===== config.mk =====
export PLATFORM = sky130hd
export DESIGN_NAME = mult8_dpath
export DESIGN_NICKNAME = d
export VERILOG_FILES = /design/src/rtl/mult8_dpath.sv
export SDC_FILE = /design/constraint.sdc
export NUM_CORES = 1
export LEC_CHECK = 0
export BUFFER_PORTS_ARGS = -buffer_cell sky130_fd_sc_hd__buf_2
export CAP_MARGIN = 20
export CORE_MARGIN = 4
export CORE_UTILIZATION = 50
export CTS_CLUSTER_SIZE = 16
export DETAILED_ROUTE_END_ITERATION = 16
export GPL_ROUTABILITY_DRIVEN = 0
export GPL_TIMING_DRIVEN = 1
export PLACE_DENSITY = 0.74
export SKIP_LAST_GASP = 1
export SYNTH_ARGS = -nofsm -noshare
export SYNTH_HDL_FRONTEND = slang
export SYNTH_SLANG_ARGS = --single-unit

===== constraint.sdc =====
create_clock -name clk -period 5.25 [get_ports clk]
set_input_delay 0.2625 -clock clk [delete_from_list [all_inputs] [get_ports clk]]
set_output_delay 0.2625 -clock clk [all_outputs]
set_load 0.005 [all_outputs]

===== src/rtl/mult8_dpath.sv =====
// Nibble-serial 8x8 shift-add multiplier datapath; executes controller steps.
// Optional step-order checker enabled by defining MULT8_SEQCHK_EN.
module mult8_dpath #(
    parameter int WIDTH = 8
) (
    input  logic             clk,
    input  logic             rst,
    input  logic             start,
    input  logic [WIDTH-1:0] dataa,
    input  logic [WIDTH-1:0] datab,
    input  logic             step_vld,
    input  logic             input_sela,
    input  logic             input_selb,
    input  logic [1:0]       shift_sel,
    input  logic             done,
    output logic [15:0]      product,
    output logic             result_vld,
    output logic             busy,
    output logic             seq_err
);

    typedef enum logic [1:0] {
        IDLE,
        ACCUM,
        DONE
    } state_t;

    state_t state_q, state_d;

    logic [WIDTH-1:0] a_q, b_q;
    logic [15:0]      acc_q, acc_d;
    logic [15:0]      prod_q, prod_d;
    logic             vld_q, vld_d;

    logic [3:0]  nib_a, nib_b;
    logic [7:0]  partial;
    logic [15:0] shifted;
    logic [15:0] step_add;
    logic [15:0] acc_sum;
    logic        in_accum;
    logic        do_step;
    logic        do_done;

    assign nib_a = input_sela ? a_q[7:4] : a_q[3:0];
    assign nib_b = input_selb ? b_q[7:4] : b_q[3:0];

    always_comb begin
        partial = {4'h0, nib_a} * {4'h0, nib_b};
    end

    // Reserved shift code contributes nothing to the sum.
    always_comb begin
        shifted = 16'h0000;
        case (shift_sel)
            2'b00:   shifted = {8'h00, partial};
            2'b01:   shifted = {4'h0, partial, 4'h0};
            2'b10:   shifted = {partial, 8'h00};
            default: shifted = 16'h0000;
        endcase
    end

    assign step_add = step_vld ? shifted : 16'h0000;
    assign acc_sum  = acc_q + step_add;

    assign in_accum = (state_q == ACCUM);
    assign do_done  = in_accum & done & ~start;
    assign do_step  = in_accum & step_vld & ~done & ~start;

    always_comb begin
        state_d = state_q;
        acc_d   = acc_q;
        prod_d  = prod_q;
        vld_d   = 1'b0;
        unique case (1'b1)
            start: begin
                state_d = ACCUM;
                acc_d   = 16'h0000;
            end
            do_done: begin
                state_d = DONE;
                acc_d   = acc_sum;
                prod_d  = acc_sum;
                vld_d   = 1'b1;
            end
            do_step: begin
                acc_d = acc_sum;
            end
            default: ;
        endcase
    end

    always_ff @(posedge clk) begin
        if (rst) begin
            state_q <= IDLE;
            acc_q   <= 16'h0000;
            prod_q  <= 16'h0000;
            vld_q   <= 1'b0;
        end else begin
            state_q <= state_d;
            acc_q   <= acc_d;
            prod_q  <= prod_d;
            vld_q   <= vld_d;
        end
    end

    always_ff @(posedge clk) begin
        if (rst) begin
            a_q <= '0;
            b_q <= '0;
        end else if (start) begin
            a_q <= dataa;
            b_q <= datab;
        end
    end

    assign product    = prod_q;
    assign result_vld = vld_q;
    assign busy       = in_accum;

`ifdef MULT8_SEQCHK_EN
    logic [2:0] cnt_q;
    logic       err_q;
    logic [3:0] code;
    logic [3:0] exp_code;
    logic [3:0] taken;
    logic       chk_step;
    logic       step_bad;
    logic       done_bad;

    assign code     = {input_sela, input_selb, shift_sel};
    assign chk_step = in_accum & step_vld & ~start;
    assign taken    = {1'b0, cnt_q} + {3'b000, step_vld};

    // Legal order: lo*lo<<0, lo*hi<<4, hi*lo<<4, hi*hi<<8.
    always_comb begin
        exp_code = 4'b0000;
        case (cnt_q)
            3'd0:    exp_code = 4'b0000;
            3'd1:    exp_code = 4'b0101;
            3'd2:    exp_code = 4'b1001;
            3'd3:    exp_code = 4'b1110;
            default: exp_code = 4'b0000;
        endcase
    end

    assign step_bad = (cnt_q > 3'd3) | (shift_sel == 2'b11) |
                      (code != exp_code);
    assign done_bad = (taken < 4'd4);

    always_ff @(posedge clk) begin
        if (rst || start) begin
            cnt_q <= 3'd0;
            err_q <= 1'b0;
        end else begin
            if (chk_step && cnt_q != 3'd7) begin
                cnt_q <= cnt_q + 3'd1;
            end
            if ((chk_step && step_bad) || (do_done && done_bad)) begin
                err_q <= 1'b1;
            end
        end
    end

    assign seq_err = err_q;
`else
    assign seq_err = 1'b0;
`endif

endmodule

==> flow_summary.ini <==
[sta]
tightest_slew_ns = 0.786
setup_violations = 0
slew_headroom_pct = 47.6
setup_ws_ns = 0.329
timing.final.crit_period_ns = 4.92
maxSlewViolCount = 0
post-route-period-util_pct = 93.7
timing.hold.ws_ns = 0.198
max_freq_mhz = 203
finalHoldViolations = 0
finClkSkew_ns = 0.00916

[power]
switchingPower_uw = 188
p_leak_uw = 0.00164
ir_worst_vdd_uv = 171
power_frac_seq_pct = 55.3
pwr-share-comb_pct = 12.1
swShare_pct = 25.9
power_frac_clock_pct = 32.6
p_int_uw = 537
power.density_nw_per_um2 = 203

[synth]
yosysWarnings = 0
synthFlopType = dfxtp_1
synth_seq_cells = 51
synth_nets = 432
ys_top_cells_by_area = dfxtp_1 32%, ha_1 11%, mux2i_1 8.2%
synth.avg_cell_area_um2 = 8.50
synthCells = 375
yosysSeqAreaShare_pct = 32.0
syn-cell-area_um2 = 3190
synth.distinct_cells = 53
async_reset_ff_share_pct = 0
synth_edf_count = 0
synth_top_cell_by_area = dfxtp_1
synth_top_area_share_pct = 32.0

[floorplanning]
pin_count = 44
core_area_um2 = 6060
die_w_um = 87.8
rows = 28
die_y_um = 87.8
die_area_um2 = 7710
start_util_pct = 52.6

[critical_path]
critPathKind = reg2reg
required_ns = 5.48
end_kind = flop
cp_max_fo = 5
startpoint_type = flop
worstPathArrival_ns = 5.15

[clock_network]
cts_tree = done
clk_pin_slew_ns = 0.09
ctsHoldBuffers = 0
cts_buffer_depth = 2
ctsHtreeMaxLevel = 2
cts_sinks = 51
clk_latency_ns = 0.30
numCtsBuffers = 5
cts-root-buf = clkbuf_8

[final_layout]
layout-drive-gt1-share_pct = 17.7
postLayoutCoreUtil_pct = 59.1
instances_no_fill = 487
area_growth_pct = 12.3
final_net_count = 468
diodes = 0

[routing]
via_per_inst = 5.57
first_iter_violations = 155
firstDrtPassIters = 4
drcViolationCount = 0
detail_route.wl_per_cell_um = 14.1
wl_um = 6850
postRouteAntennaNets = 0
vias = 2714

[global_routing]
grt_start_max_net_pins = 21
antenna_found_initial = 0
grt_pass1_wl_um = 11900
track_usage_pct = 18.9
overflow = 0
grt_pass1_vias = 2667

[placed_design]
dp_hpwl_um = 5230
numPortBuffers = 42
dp_slack_ns = 0.151
dp_cells = 476

[status]
status = finished, final reports clean

[flow_run]
maxCapViolations = 0

[min_path]
hold_path.class = in2reg
## path summary, 6_finish.rpt
| kind | startpoint | end | slack, ns | depth (start not counted) |
|---|---|---|---|---|
| worst max-delay path | b_q[2] | acc_q[15] | 0.33 | 20 |
| worst min-delay path | datab[5] | b_q[5] | 0.20 | 3 |
| worst min register to register | product[10] | product[10] | 0.45 | 2 |
| worst max register to register | b_q[2] | acc_q[15] | 0.33 | 20 |
## power by group through the flow
| stage | registers, µW | clock network, µW | logic [µW] |
|---|---|---|---|
| floorplan | 408 | 0 | 62.2 |
| global placement | 410 | 0 | 82.5 |
| detailed placement | 410 | 0 | 84.9 |
| CTS | 401 | 245 | 85.6 |
| global route | 402 | 261 | 99.3 |
| finish | 401 | 237 | 87.4 |
## repair_timing
item                       CTS  global route
setup buffers                0             2
setup endpoints to repair    0            11
resized for setup            0             6
## metrics by stage
stage / area [µm²] / TNS, ns / total power [µW]
floorplan: 3190 / 0 / 471
global placement: 3440 / 0 / 492
detailed placement: 3440 / 0 / 495
CTS: 3530 / 0 / 732
global route: 3580 / -0.00345 / 762
finish: 3580 / 0 / 725
## routing by layer
layer | global-route usage, % | wire length [µm] | up-vias
met5 | 0 | 0 | -
met4 | 5.72 | 69 | 0
met3 | 3.20 | 444 | 7
met2 | 32.9 | 3270 | 84
met1 | 23.7 | 3070 | 1245
li1 | - | - | 1378
## cell families (layout without fill, tap and decap cells)
| kind of cell | after synthesis | count (layout) | synth area share [%] |
|---|---|---|---|
| AND/OR/NAND/NOR | 130 | 130 | 18.9 |
| AO/OA/AOI/OAI | 82 | 82 | 17.7 |
| flip-flops | 51 | 51 | 32.0 |
| buffers and inverters | 35 | 72 | 4.32 |
| adder cells (fa/ha/maj) | 32 | 32 | 13.7 |
| multiplexers | 27 | 27 | 8.52 |
| XOR/XNOR | 17 | 17 | 4.67 |
| other | 1 | 1 | 0.118 |
## area by class of cell
type	count	area, µm²
Fill cell	554	2480
Clock buffer	7	86.3
Tap cell	75	93.8
Inverter	16	60.1
Sequential cell	51	1020
Multi-Input combinational cell	289	2050
Timing Repair Buffer	48	255
Clock inverter	1	8.76
## worst max-delay path, stage by stage, from the launching register on
cell and delay, ns:
dfxtp_1 0.35, mux2i_1 0.13, or2_2 0.33, fa_1 0.50
inv_1 0.05, fa_1 0.49, ha_1 0.31, a21oi_1 0.22
o21ai_0 0.16, o21a_1 0.19, nor2_1 0.11, xnor2_1 0.17
mux2i_1 0.11, nor2_1 0.11, ha_1 0.31, and4_2 0.26
a221oi_4 0.30, o21ai_2 0.10, xor2_1 0.19, or3_1 0.33
a21oi_1 0.14
## Yosys cell counts, types with 6 or more instances
master and n:
xnor2_1 10, nor2_1 48, mux2i_1 26, dfxtp_1 51, a21oi_1 23, nand3_1 10, xor2_1 7, inv_1 16
a22o_1 9, nand2b_1 6, nand2_1 35, o21ai_0 16, clkbuf_1 15, o21a_1 6, ha_1 27
## cell usage in the layout (no fill, tap or decap), types with 2 or more instances in the layout
cell type and count:
dfxtp_1 51, nor2_1 48, buf_2 42, nand2_1 35
ha_1 27, mux2i_1 25, a21oi_1 23, inv_1 16
o21ai_0 16, xnor2_1 10, nand3_1 10, a22o_1 9
nand2b_1 6, xor2_1 6, o21a_1 6, clkbuf_8 6
buf_4 6, or2_2 5, nor2b_1 5, nor3_1 4
a21o_1 4, fa_1 4, and2_1 3, a211oi_1 3
a31oi_1 3, nand4_1 3, and3_1 2, a22oi_1 2
or3_1 2, o21ai_2 2
## state kept, by name, indices dropped and copies added, names as in the netlist
register	cells
a_q	8
acc_q	16
result_vld	1
product	16
state_q	2
b_q	8
Power figures use the tool's default switching activity.
